$ cat src/rtl/contador_seq_ctrl.sv
// rtl/contador_seq_ctrl.sv - command-driven sequencer for the 4-bit mode counter
//
// Takes one command (count mode, start value, number of wraps) over a
// valid/ready handshake. It loads the start value into the counter and then
// enables counting in the requested mode until the requested number of rco
// pulses has been seen. It reports done with the captured count, or err on an
// illegal mode, an abort or a watchdog timeout. Every output is decoded from
// registers only.
//
// Ports:
//   clk_i, rst_ni        clock (rising edge), asynchronous active-low reset
//   cmd_valid_i/ready_o  command handshake; ready only while idle
//   cmd_mode_i           count mode 00/01/10; 11 (load) is rejected
//   cmd_start_i          value loaded into the counter before counting
//   cmd_wraps_i          rco pulses to wait for; 0 = load only
//   abort_i              cancels the command in flight
//   cnt_enable_o/mode_o/d_o   counter control
//   cnt_load_i/rco_i/q_i      counter status and value
//   busy_o               high whenever not idle
//   done_o, err_o        one-cycle completion / error pulses
//   final_q_o            counter value captured on completion
module contador_seq_ctrl #(
    parameter int WRAP_W  = 4,
    parameter int TIMEOUT = 64
) (
    input  logic              clk_i,
    input  logic              rst_ni,
    input  logic              cmd_valid_i,
    output logic              cmd_ready_o,
    input  logic [1:0]        cmd_mode_i,
    input  logic [3:0]        cmd_start_i,
    input  logic [WRAP_W-1:0] cmd_wraps_i,
    input  logic              abort_i,
    output logic              cnt_enable_o,
    output logic [1:0]        cnt_mode_o,
    output logic [3:0]        cnt_d_o,
    input  logic              cnt_load_i,
    input  logic              cnt_rco_i,
    input  logic [3:0]        cnt_q_i,
    output logic              busy_o,
    output logic              done_o,
    output logic              err_o,
    output logic [3:0]        final_q_o
);

    localparam int WD_W = $clog2(TIMEOUT + 1);
    localparam logic [1:0] MODE_LOAD = 2'b11;

    typedef enum logic [2:0] {
        S_IDLE,
        S_LOAD,
        S_LOAD_WAIT,
        S_COUNT,
        S_DONE
    } state_t;

    state_t            state_q, state_d;
    logic [1:0]        mode_q, mode_d;
    logic [3:0]        start_q, start_d;
    logic [WRAP_W-1:0] wraps_q, wraps_d;
    logic [WRAP_W-1:0] remaining_q, remaining_d;
    logic [WD_W-1:0]   wd_q, wd_d;
    logic              err_q, err_d;
    logic [3:0]        fq_q, fq_d;

    logic wd_active;
    logic progress;
    logic timeout;

    always_ff @(posedge clk_i or negedge rst_ni) begin
        if (!rst_ni) begin
            state_q     <= S_IDLE;
            mode_q      <= '0;
            start_q     <= '0;
            wraps_q     <= '0;
            remaining_q <= '0;
            wd_q        <= '0;
            err_q       <= 1'b0;
            fq_q        <= '0;
        end else begin
            state_q     <= state_d;
            mode_q      <= mode_d;
            start_q     <= start_d;
            wraps_q     <= wraps_d;
            remaining_q <= remaining_d;
            wd_q        <= wd_d;
            err_q       <= err_d;
            fq_q        <= fq_d;
        end
    end

    // wd_q holds the number of cycles elapsed since the last progress event
    // (or since LOAD). The progress cycle itself leaves 1 behind, so err
    // arrives exactly TIMEOUT cycles after the last progress event.
    always_comb begin
        wd_active = (state_q == S_LOAD_WAIT) || (state_q == S_COUNT);
        progress  = ((state_q == S_LOAD_WAIT) && cnt_load_i) ||
                    ((state_q == S_COUNT) && cnt_rco_i);
        timeout   = wd_active && !progress && (wd_q >= WD_W'(TIMEOUT - 1));
    end

    always_comb begin
        state_d     = state_q;
        mode_d      = mode_q;
        start_d     = start_q;
        wraps_d     = wraps_q;
        remaining_d = remaining_q;
        err_d       = 1'b0;
        fq_d        = fq_q;

        if (state_q == S_LOAD) begin
            wd_d = WD_W'(1);
        end else if (wd_active) begin
            wd_d = progress ? WD_W'(1) : wd_q + WD_W'(1);
        end else begin
            wd_d = '0;
        end

        // Priority: abort, then timeout, then normal progress.
        if (abort_i && (state_q != S_IDLE)) begin
            state_d = S_IDLE;
            err_d   = 1'b1;
        end else if (timeout) begin
            state_d = S_IDLE;
            err_d   = 1'b1;
        end else begin
            unique case (state_q)
                S_IDLE: begin
                    if (cmd_valid_i) begin
                        mode_d  = cmd_mode_i;
                        start_d = cmd_start_i;
                        wraps_d = cmd_wraps_i;
                        if (cmd_mode_i == MODE_LOAD) begin
                            err_d = 1'b1;
                        end else begin
                            state_d = S_LOAD;
                        end
                    end
                end
                S_LOAD: begin
                    state_d = S_LOAD_WAIT;
                end
                S_LOAD_WAIT: begin
                    if (cnt_load_i) begin
                        if (wraps_q == '0) begin
                            state_d = S_DONE;
                            fq_d    = cnt_q_i;
                        end else begin
                            state_d     = S_COUNT;
                            remaining_d = wraps_q;
                        end
                    end
                end
                S_COUNT: begin
                    // remaining_q is never 0 here; the guard keeps it from wrapping.
                    if (cnt_rco_i && (remaining_q != '0)) begin
                        remaining_d = remaining_q - WRAP_W'(1);
                        if (remaining_q == WRAP_W'(1)) begin
                            state_d = S_DONE;
                            fq_d    = cnt_q_i;
                        end
                    end
                end
                S_DONE: begin
                    state_d = S_IDLE;
                end
                default: begin
                    state_d = S_IDLE;
                end
            endcase
        end
    end

    always_comb begin
        cmd_ready_o  = 1'b0;
        busy_o       = 1'b1;
        cnt_enable_o = 1'b0;
        cnt_mode_o   = 2'b00;
        cnt_d_o      = 4'h0;
        unique case (state_q)
            S_IDLE: begin
                cmd_ready_o = 1'b1;
                busy_o      = 1'b0;
            end
            S_LOAD: begin
                cnt_enable_o = 1'b1;
                cnt_mode_o   = MODE_LOAD;
                cnt_d_o      = start_q;
            end
            S_LOAD_WAIT: begin
                cnt_mode_o = MODE_LOAD;
                cnt_d_o    = start_q;
            end
            S_COUNT: begin
                cnt_enable_o = 1'b1;
                cnt_mode_o   = mode_q;
                cnt_d_o      = start_q;
            end
            default: begin
            end
        endcase
    end

    assign done_o    = (state_q == S_DONE);
    assign err_o     = err_q;
    assign final_q_o = fq_q;

endmodule

$ cat config.mk
export PLATFORM = sky130hd
export DESIGN_NAME = contador_seq_ctrl
export DESIGN_NICKNAME = d
export VERILOG_FILES = /design/src/rtl/contador_seq_ctrl.sv
export SDC_FILE = /design/constraint.sdc
export NUM_CORES = 1
export LEC_CHECK = 0
export CELL_PAD_IN_SITES_DETAIL_PLACEMENT = 1
export CELL_PAD_IN_SITES_GLOBAL_PLACEMENT = 2
export CORE_ASPECT_RATIO = 0.6
export CORE_MARGIN = 2
export CORE_UTILIZATION = 34
export DETAILED_ROUTE_END_ITERATION = 10
export GPL_TIMING_DRIVEN = 0
export PLACE_DENSITY_LB_ADDON = 0.08
export SYNTH_ARGS = -nofsm -noshare
export SYNTH_HDL_FRONTEND = slang
export SYNTH_SLANG_ARGS = --single-unit
$ cat constraint.sdc
create_clock -name clk_i -period 4 [get_ports clk_i]
set_input_delay 0.8 -clock clk_i [delete_from_list [all_inputs] [get_ports clk_i]]
set_output_delay 0.8 -clock clk_i [all_outputs]
set_load 0.01 [all_outputs]
==> results of run 1 <==
==> cell type report <==
| class | instances | area (µm²) | area share |
|---|---|---|---|
| buffer | 5 | 33.78 | 0.01650 |
| clock buffer | 7 | 96.34 | 0.04707 |
| clock inverter | 1 | 5.005 | 0.002445 |
| inverter | 5 | 18.77 | 0.009169 |
| multi-input combinational | 97 | 757.0 | 0.3698 |
| sequential | 29 | 725.7 | 0.3545 |
| tap | 60 | 75.07 | 0.03667 |
| timing repair buffer | 34 | 335.3 | 0.1638 |
==> sequential cells by signal (all words and copies together) (netlist names) <==
signal	count
state_q	3
wd_q	7
remaining_q	4
mode_q	2
err_o	1
wraps_q	4
start_q	4
final_q_o	4
==> power groups by stage <==
stage	Combinational [mW]	Clock (mW)	Sequential [mW]
2_1_floorplan	0.396	0	0.501
3_3_place_gp	0.652	0	0.507
3_5_place_dp	0.668	0	0.516
4_1_cts	0.675	0.278	0.514
5_1_grt	0.735	0.288	0.534
6_report	0.663	0.268	0.511
==> cells in the mapped netlist, types with 3 or more instances <==
| library cell | count | area, µm² |
|---|---|---|
| buf_2 | 3 | 15.01 |
| nand3b_1 | 3 | 22.52 |
| nor2_1 | 14 | 52.55 |
| o21ai_0 | 4 | 20.02 |
| nand3_1 | 6 | 30.03 |
| nor3_1 | 3 | 15.01 |
| and2_1 | 5 | 31.28 |
| ha_1 | 3 | 37.54 |
| dfrtp_1 | 29 | 725.7 |
| xor2_1 | 4 | 35.03 |
| nand2_1 | 5 | 18.77 |
| mux2_2 | 15 | 168.9 |
| inv_1 | 5 | 18.77 |
==> kinds of logic (layout without fill, tap and decap cells) <==
group                    count (synthesis)  in the layout
flip-flops                              29             29
multiplexers                            17             17
adder cells (fa/ha/maj)                  3              3
AND/OR/NAND/NOR                         50             50
XOR/XNOR                                 5              5
AO/OA/AOI/OAI                           22             22
buffers and inverters                   10             52
==> per-stage QoR <==
stage          utilization  instances
2_1_floorplan            -        136
3_3_place_gp        0.4632        230
3_5_place_dp        0.4632        230
4_1_cts             0.4872        238
5_1_grt             0.4860        238
6_report            0.4860        238
==> worst max path at each step <==
stage | endpoint | cells past startpoint
after CTS | cnt_d_o[2] | 6
after detailed placement | final_q_o[1] | 5
after global placement | final_q_o[1] | 5
after floorplan | cnt_d_o[0] | 5
final | cnt_d_o[2] | 6
after global routing | cnt_d_o[2] | 6
==> routing by layer <==
metal	GRT usage	share of wire	wire, µm
met4	0.06593	0.016	60
met5	0	0	0
met3	0.04472	0.043	163
met1	0.2329	0.51	1914
met2	0.2505	0.44	1653
==> flow_summary.json, run 1 <==
{
  "status": "finished clean",
  "rows": 18,
  "cp_num_buf_inv": 3,
  "report.final.slew_viol_count": 0,
  "fp.dieH_um": 56.05,
  "drive_gt1_frac": 0.2079,
  "max-slew-margin-rel": 0.5500,
  "total_power_mw": 1.441,
  "hold_buffers": 0,
  "worstSetupPathType": "reg2out",
  "r2r_slack_ns": 2.11,
  "post-cts-setup-buffers": 0,
  "synth_fa_ha_area_frac": 0.02445,
  "synth_compound_area_frac": 0.1190,
  "syn-instance-count": 136,
  "clock_path_buffers": 2,
  "period_minus_slack_ns": 2.843,
  "p_clk_frac": 0.186,
  "maxClockFrequency_mhz": 351.8,
  "min_delay_path_depth": 1,
  "power.switching_uw": 515.6,
  "ctsHtreeMaxLevel": 2,
  "die-area_um2": 5087,
  "grt_overflow": 0,
  "fin_area_um2": 2047,
  "synth_xor_area_frac": 0.02852,
  "grt_max_degree": 30,
  "worstPathArrival_ns": 2.04,
  "power_frac_comb": 0.460,
  "drt_wl_total_um": 3790,
  "clkTransAtPathRegs_ns": 0.06,
  "worstMarginPinSlew_ns": 0.6750,
  "crit_family": "buffers and inverters",
  "cts_resized": 0,
  "grt_pass1_wl_um": 6589,
  "core_area_um2": 4212,
  "cap_violations": 0,
  "syn_to_final_growth_pct": 33.33,
  "synth-edff-count": 0,
  "power_frac_seq": 0.354,
  "antenna_found_initial": 0,
  "setup_tns_ns": 0,
  "synth_area_per_cell_um2": 11.29,
  "hold_slack_ns": 0.4989,
  "gp_congestion": 0.7259,
  "ys_types": 41,
  "cp-start-kind": "register",
  "synth-simple-area-share": 0.1980,
  "first_pass_iters": 4,
  "ant_nets": 0,
  "fillers": 474,
  "min_path_type": "reg2reg",
  "grt_util_all_layers": 0.1681,
  "cts_root_buffer": "clkbuf_8",
  "cpPeakStageDelay_ns": 0.54,
  "wl_per_cell_um": 15.92,
  "die_x_um": 90.75,
  "numCtsBuffers": 5,
  "cts_tree": "done",
  "crit_top_cell": "nor2_1",
  "clkLatencyLatePin_ns": 0.28,
  "irDropWorstVdd_v": 0.0003351,
  "setup_ws_ns": 1.158,
  "setup_violations": 0,
  "required_ns": 3.20,
  "port_buffers": 34,
  "cp_slowest_cell": "clkdlybuf4s50_1",
  "syn_nets": 159,
  "place_ws_ns": 1.398,
  "dpl.hpwl_um": 2896,
  "start_util": 0.3645,
  "switching_share": 0.3577,
  "clkSinkCount": 29,
  "powerDensity_nw_per_um2": 704.2,
  "synth-main-ff-cell": "dfrtp_1",
  "worst_r2r_endpoint": "final_q_o[1]",
  "synth-async-reset-ratio": 1.000,
  "synthMuxAreaShare": 0.1231,
  "rsz0062_at_grt": "no",
  "dr_total_vias": 1175,
  "fin_nets": 200,
  "initialDrtViolationCount": 62,
  "crit_chain": "buf_6, buf_2, nor2_1, nor2_1, and2_1, clkdlybuf4s50_1",
  "synth_top_family_by_area": "simple AND/OR/NAND/NOR gates",
  "avgViaCountPerCell": 4.937,
  "holdCritStartpoint": "start_q[2]",
  "final_common_cell": "clkdlybuf4s50_1",
  "reg2reg_from": "remaining_q[1]",
  "cp_max_fo": 10,
  "layout_common_cells": "clkdlybuf4s50_1 (33), dfrtp_1 (29), mux2_2 (15)",
  "dpl-instance-area_um2": 1951,
  "ios": 35,
  "antenna_cells": 0,
  "yosys_warnings": 0,
  "drc_errors": 0,
  "p_leak_nw": 0.8565,
  "syn_area_um2": 1535,
  "worstRegToRegCells": 6,
  "yosysSeqAreaShare": 0.4727,
  "synth-seq-cells": 29,
  "final-hold-violation-count": 0,
  "critical_path.startpoint": "state_q[0]",
  "endpoint_kind": "output port",
  "whs_endpoint": "start_q[2]",
  "power.internal_uw": 925.8,
  "fin_skew_ns": 0.004398,
  "period_share": 0.7106,
  "grt_pass1_vias": 1287
}
(Power assumes the default switching activity.)
==> run 2, diff against run 1 <==
--- a/config.mk
+++ b/config.mk
@@ -9,7 +9,7 @@
 export CELL_PAD_IN_SITES_GLOBAL_PLACEMENT = 2
 export CORE_ASPECT_RATIO = 0.6
 export CORE_MARGIN = 2
-export CORE_UTILIZATION = 34
+export CORE_UTILIZATION = 28
 export DETAILED_ROUTE_END_ITERATION = 10
 export GPL_TIMING_DRIVEN = 0
 export PLACE_DENSITY_LB_ADDON = 0.08
==> constraint.sdc (replaced) <==
create_clock -name clk_i -period 2.4 [get_ports clk_i]
set_input_delay 0.48 -clock clk_i [delete_from_list [all_inputs] [get_ports clk_i]]
set_output_delay 0.48 -clock clk_i [all_outputs]
set_load 0.01 [all_outputs]
==> flow_summary.json, run 2 (synthesized netlist as in run 1, its figures left out) <==
{
  "grt_overflow": 0,
  "status": "finished clean",
  "drc_errors": 0,
  "utilization": 0.3976,
  "max-slew-margin-rel": 0.5462,
  "grt_pass1_vias": 1286,
  "cpPeakStageDelay_ns": 0.54,
  "required_ns": 1.92,
  "clock_path_buffers": 2,
  "cp_max_fo": 10,
  "rows": 20,
  "antenna_cells": 0,
  "fin_skew_ns": 0.006435,
  "worstPathArrival_ns": 1.77,
  "rsz0062_at_grt": "no",
  "cp-start-kind": "register",
  "crit_family": "buffers and inverters",
  "fp.dieH_um": 61.36,
  "grt_util_all_layers": 0.1458,
  "dpl-instance-area_um2": 1953,
  "clkLatencyLatePin_ns": 0.28,
  "maxClockFrequency_mhz": 444.7,
  "die-area_um2": 6111,
  "first_pass_iters": 4,
  "antenna_found_initial": 0,
  "total_power_mw": 2.360,
  "numCtsBuffers": 5,
  "reg2reg_from": "remaining_q[1]",
  "irDropWorstVdd_v": 0.0004370,
  "grt_pass1_wl_um": 6603,
  "clkSinkCount": 29,
  "wl_per_cell_um": 16.33,
  "fin_nets": 200,
  "dr_total_vias": 1193,
  "period_share": 0.9369,
  "cp_num_buf_inv": 2,
  "initialDrtViolationCount": 17,
  "endpoint_kind": "output port",
  "drive_gt1_frac": 0.2079,
  "ios": 35,
  "powerDensity_nw_per_um2": 1146,
  "port_buffers": 34,
  "drt_wl_total_um": 3984,
  "crit_chain": "buf_2, nor2_2, and2_1, clkdlybuf4s50_1",
  "gp_congestion": 0.7225,
  "min_path_type": "in2async",
  "layout_common_cells": "dfrtp_1 (29), clkdlybuf4s50_1 (28), mux2_2 (15)",
  "worstMarginPinSlew_ns": 0.6807,
  "avgViaCountPerCell": 4.889,
  "ctsHtreeMaxLevel": 2,
  "setup_tns_ns": 0,
  "cts_root_buffer": "clkbuf_8",
  "grt_max_degree": 30,
  "final_common_cell": "dfrtp_1",
  "setup_violations": 0,
  "final-hold-violation-count": 0,
  "hold_buffers": 0,
  "cp_slowest_cell": "clkdlybuf4s50_1",
  "p_leak_nw": 0.9107,
  "syn_to_final_growth_pct": 34.15,
  "cts_tree": "done",
  "clkTransAtPathRegs_ns": 0.06,
  "report.final.slew_viol_count": 0,
  "die_x_um": 99.60,
  "cap_violations": 0,
  "largest_register_ffs": 7,
  "core_area_um2": 5180,
  "ant_nets": 0,
  "start_util": 0.2964,
  "period_minus_slack_ns": 2.249,
  "critical_path.startpoint": "state_q[2]",
  "dpl.hpwl_um": 3050,
  "top_register": "wd_q",
  "fin_area_um2": 2059,
  "worstSetupPathType": "reg2out"
}
## run 2: worst register-to-register path, stage by stage (launching register included)
cell and delay (ns):
dfrtp_1 0.39, inv_1 0.08, ha_1 0.13, nor3b_1 0.26, mux2i_1 0.18, nor3_4 0.29
mux2_2 0.38
## run 2: power by group
part	switching (mW)	leakage [nW]	total [mW]	internal, mW
Sequential	0.186	0.366	0.865	0.679
Clock	0.180	0.0450	0.381	0.200
Combinational	0.505	0.500	1.11	0.609
Total	0.871	0.911	2.36	1.49
## run 2: per-layer routing
metal | GRT usage | vias up | share of wire
li1 | - | 565 | -
met4 | 0.04697 | 0 | 0.010
met2 | 0.2268 | 30 | 0.42
met5 | 0 | - | 0
met1 | 0.1910 | 593 | 0.51
met3 | 0.05675 | 5 | 0.055
## run 2: worst paths after layout
check | end | slack, ns | cells after the start
max | cnt_d_o[1] | 0.15 | 4
min | start_q[1] | 0.24 | 1
max reg2reg | final_q_o[1] | 0.58 | 6
min reg2reg | start_q[0] | 0.50 | 1
max in group asynchronous | wd_q[5] | 1.71 | 1
min in group clk_i | start_q[0] | 0.50 | 1
## run 2: through the flow
step / setup WS [ns] / cells / hold WS [ns]
2_1_floorplan: 0.7378 / 136 / 0.1844
3_3_place_gp: 0.1505 / 236 / 0.4819
3_5_place_dp: 0.1245 / 236 / 0.4886
4_1_cts: 0.008656 / 243 / 0.2652
5_1_grt: 0.06647 / 244 / 0.2834
6_report: 0.1514 / 244 / 0.2411
## run 2: cell type report
| type | instances | area [µm²] |
|---|---|---|
| fillers | 569 | 3120 |
| multi-input cells | 97 | 759.5 |
| flip-flops and latches | 29 | 725.7 |
| repair buffers | 35 | 355.3 |
| well taps | 66 | 82.58 |
| clock buffers | 6 | 72.57 |
| plain buffers | 4 | 35.03 |
| inverters | 5 | 18.77 |
| clock inverters | 2 | 10.01 |
## run 2: repair_timing
action	in CTS	in global routing
buffers inserted	0	1
setup endpoints to repair	6	6
gates resized for setup	2	6
pin swaps	1	1
==> run 3, diff against run 2 <==
--- a/config.mk
+++ b/config.mk
@@ -9,10 +9,12 @@
 export CELL_PAD_IN_SITES_GLOBAL_PLACEMENT = 2
 export CORE_ASPECT_RATIO = 0.6
 export CORE_MARGIN = 2
-export CORE_UTILIZATION = 28
+export CORE_UTILIZATION = 30
+export CTS_BUF_LIST = sky130_fd_sc_hd__clkbuf_8
 export DETAILED_ROUTE_END_ITERATION = 10
 export GPL_TIMING_DRIVEN = 0
 export PLACE_DENSITY_LB_ADDON = 0.08
+export SETUP_SLACK_MARGIN = 0.3
 export SYNTH_ARGS = -nofsm -noshare
 export SYNTH_HDL_FRONTEND = slang
 export SYNTH_SLANG_ARGS = --single-unit
==> flow_summary.json, run 3 (synthesized netlist as in run 1, its figures left out) <==
{
  "max-slew-margin-rel": 0.5460,
  "period_minus_slack_ns": 2.093,
  "power_frac_comb": 0.457,
  "gp_congestion": 0.7849,
  "setup_ws_ns": 0.3068,
  "worstSetupPathType": "reg2out",
  "switching_share": 0.3678,
  "cpPeakStageDelay_ns": 0.37,
  "cp_slowest_cell": "dfrtp_1",
  "cp-start-kind": "register",
  "grt_util_all_layers": 0.1551,
  "power.switching_uw": 886.4,
  "min_path_type": "in2async",
  "report.final.slew_viol_count": 0,
  "endpoint_kind": "output port",
  "clkSinkCount": 29,
  "fillers": 564,
  "powerDensity_nw_per_um2": 1160,
  "power_frac_seq": 0.355,
  "cts_root_buffer": "clkbuf_8",
  "first_pass_iters": 4,
  "p_clk_frac": 0.188,
  "worst_r2r_endpoint": "final_q_o[0]",
  "ios": 35,
  "fin_cells": 245,
  "dr_total_vias": 1179,
  "power.internal_mw": 1.523,
  "maxClockFrequency_mhz": 477.7,
  "numCtsBuffers": 5,
  "drt_wl_total_um": 3908,
  "status": "finished clean",
  "top_register": "wd_q",
  "die-area_um2": 5724,
  "reg2reg_from": "remaining_q[1]",
  "largest_register_ffs": 7,
  "drc_errors": 0,
  "grt_overflow": 0,
  "final-hold-violation-count": 0,
  "fp.dieH_um": 59.41,
  "die_x_um": 96.35,
  "rsz0062_at_grt": "yes",
  "drive_gt1_frac": 0.2346,
  "seqCellArea_um2": 725.7,
  "layout_common_cells": "dfrtp_1 (29), clkdlybuf4s50_1 (23), mux2_2 (15)",
  "multiInputGateArea_um2": 772.0,
  "clkTransAtPathRegs_ns": 0.06,
  "cts_tree": "done",
  "wl_per_cell_um": 15.95,
  "cap_violations": 0,
  "ant_nets": 0,
  "worstMarginPinSlew_ns": 0.6810,
  "irDropWorstVdd_v": 0.0004991,
  "syn_to_final_growth_pct": 35.29,
  "place_ws_ns": 0.1458,
  "worstPathArrival_ns": 1.61,
  "dpl.hpwl_um": 2886,
  "clkLatencyLatePin_ns": 0.28,
  "cp_max_fo": 10,
  "grt_pass1_vias": 1251,
  "ctsHtreeMaxLevel": 2,
  "rows": 20,
  "fin_nets": 201,
  "worstRegToRegCells": 6,
  "setup_tns_ns": 0,
  "placed_cells": 236,
  "clock_path_buffers": 2,
  "crit_chain": "buf_6, buf_6, nor2_4, nor2_4, buf_4, and2_1, clkdlybuf4s15_1",
  "setup_violations": 0,
  "grt_pass1_wl_um": 6437,
  "antenna_cells": 0,
  "r2r_slack_ns": 0.48,
  "final_common_cell": "dfrtp_1",
  "antenna_found_initial": 0,
  "grt_max_degree": 30,
  "start_util": 0.3067,
  "period_share": 0.8722,
  "avgViaCountPerCell": 4.812,
  "core_area_um2": 5005,
  "port_buffers": 34,
  "initialDrtViolationCount": 34,
  "p_leak_nw": 0.8971,
  "fin_skew_ns": 0.003143,
  "required_ns": 1.92
}
==> run 3: cell count changes in the layout (fill, tap and decap cells not counted), sizes merged <==
cell,previous run,this run
dlygate4sd2,0,6
clkdlybuf4s50,28,23
clkdlybuf4s15,0,1
clkbuf,6,8
buf,6,8
clkinv,2,1
dlymetal6s2s,5,1
==> run 3: through the flow <==
step	hold WS [ns]	total power [mW]	utilization	cell area, µm²
finish	0.2357	2.410	0.4150	2077
global route	0.2851	2.588	0.4150	2077
floorplan	0.1844	1.495	-	1535
global placement	0.4812	1.944	0.3913	1958
detailed placement	0.4917	1.975	0.3913	1958
CTS	0.5072	2.434	0.4145	2074
==> run 3: worst max path at each step <==
stage,start,to,slack [ns],cells after the start
floorplan,state_q[2],mode_q[0],0.74,6
global placement,abort_i,final_q_o[3],0.17,5
detailed placement,state_q[0],cnt_d_o[3],0.15,6
CTS,state_q[0],cnt_d_o[2],0.23,7
global route,state_q[0],cnt_d_o[2],0.23,7
finish,state_q[0],cnt_d_o[2],0.31,7
==> run 3: per-layer routing <==
metal,share of wire,global-route usage,vias to the layer above
met2,0.41,0.2252,34
met4,0.015,0.05433,0
met1,0.51,0.2122,570
li1,-,-,568
met3,0.059,0.05852,7
met5,0,0,-
==> run 3: cell type report <==
type                    count  share of cell area
multi-input cells          97              0.3717
clock inverters             1            0.002410
well taps                  66             0.03976
plain buffers               5             0.02349
repair buffers             35              0.1578
inverters                   5            0.009036
flip-flops and latches     29              0.3494
clock buffers               7             0.04639
==> run 3: power groups by stage <==
| stage | Combinational, mW | Clock (mW) | Sequential, mW |
|---|---|---|---|
| 5_1_grt | 1.21 | 0.486 | 0.889 |
| 3_3_place_gp | 1.09 | 0 | 0.850 |
| 3_5_place_dp | 1.11 | 0 | 0.865 |
| 2_1_floorplan | 0.661 | 0 | 0.834 |
| 6_report | 1.10 | 0.454 | 0.856 |
| 4_1_cts | 1.11 | 0.468 | 0.858 |
==> run 3: timing repair <==
item / 4_1_cts / 5_1_grt
hold buffers: 0 / 0
resized for setup: 20 / 5
pin swaps: 1 / 1
setup buffers: 1 / 0
endpoints found under the setup margin: 10 / 7
==> run 3: critical path, delay by kind of cell (launching register included) <==
| kind | cells | cell delay, ns |
|---|---|---|
| buf+inv | 4 | 0.64 |
| flops | 1 | 0.37 |
| simple gates | 3 | 0.32 |
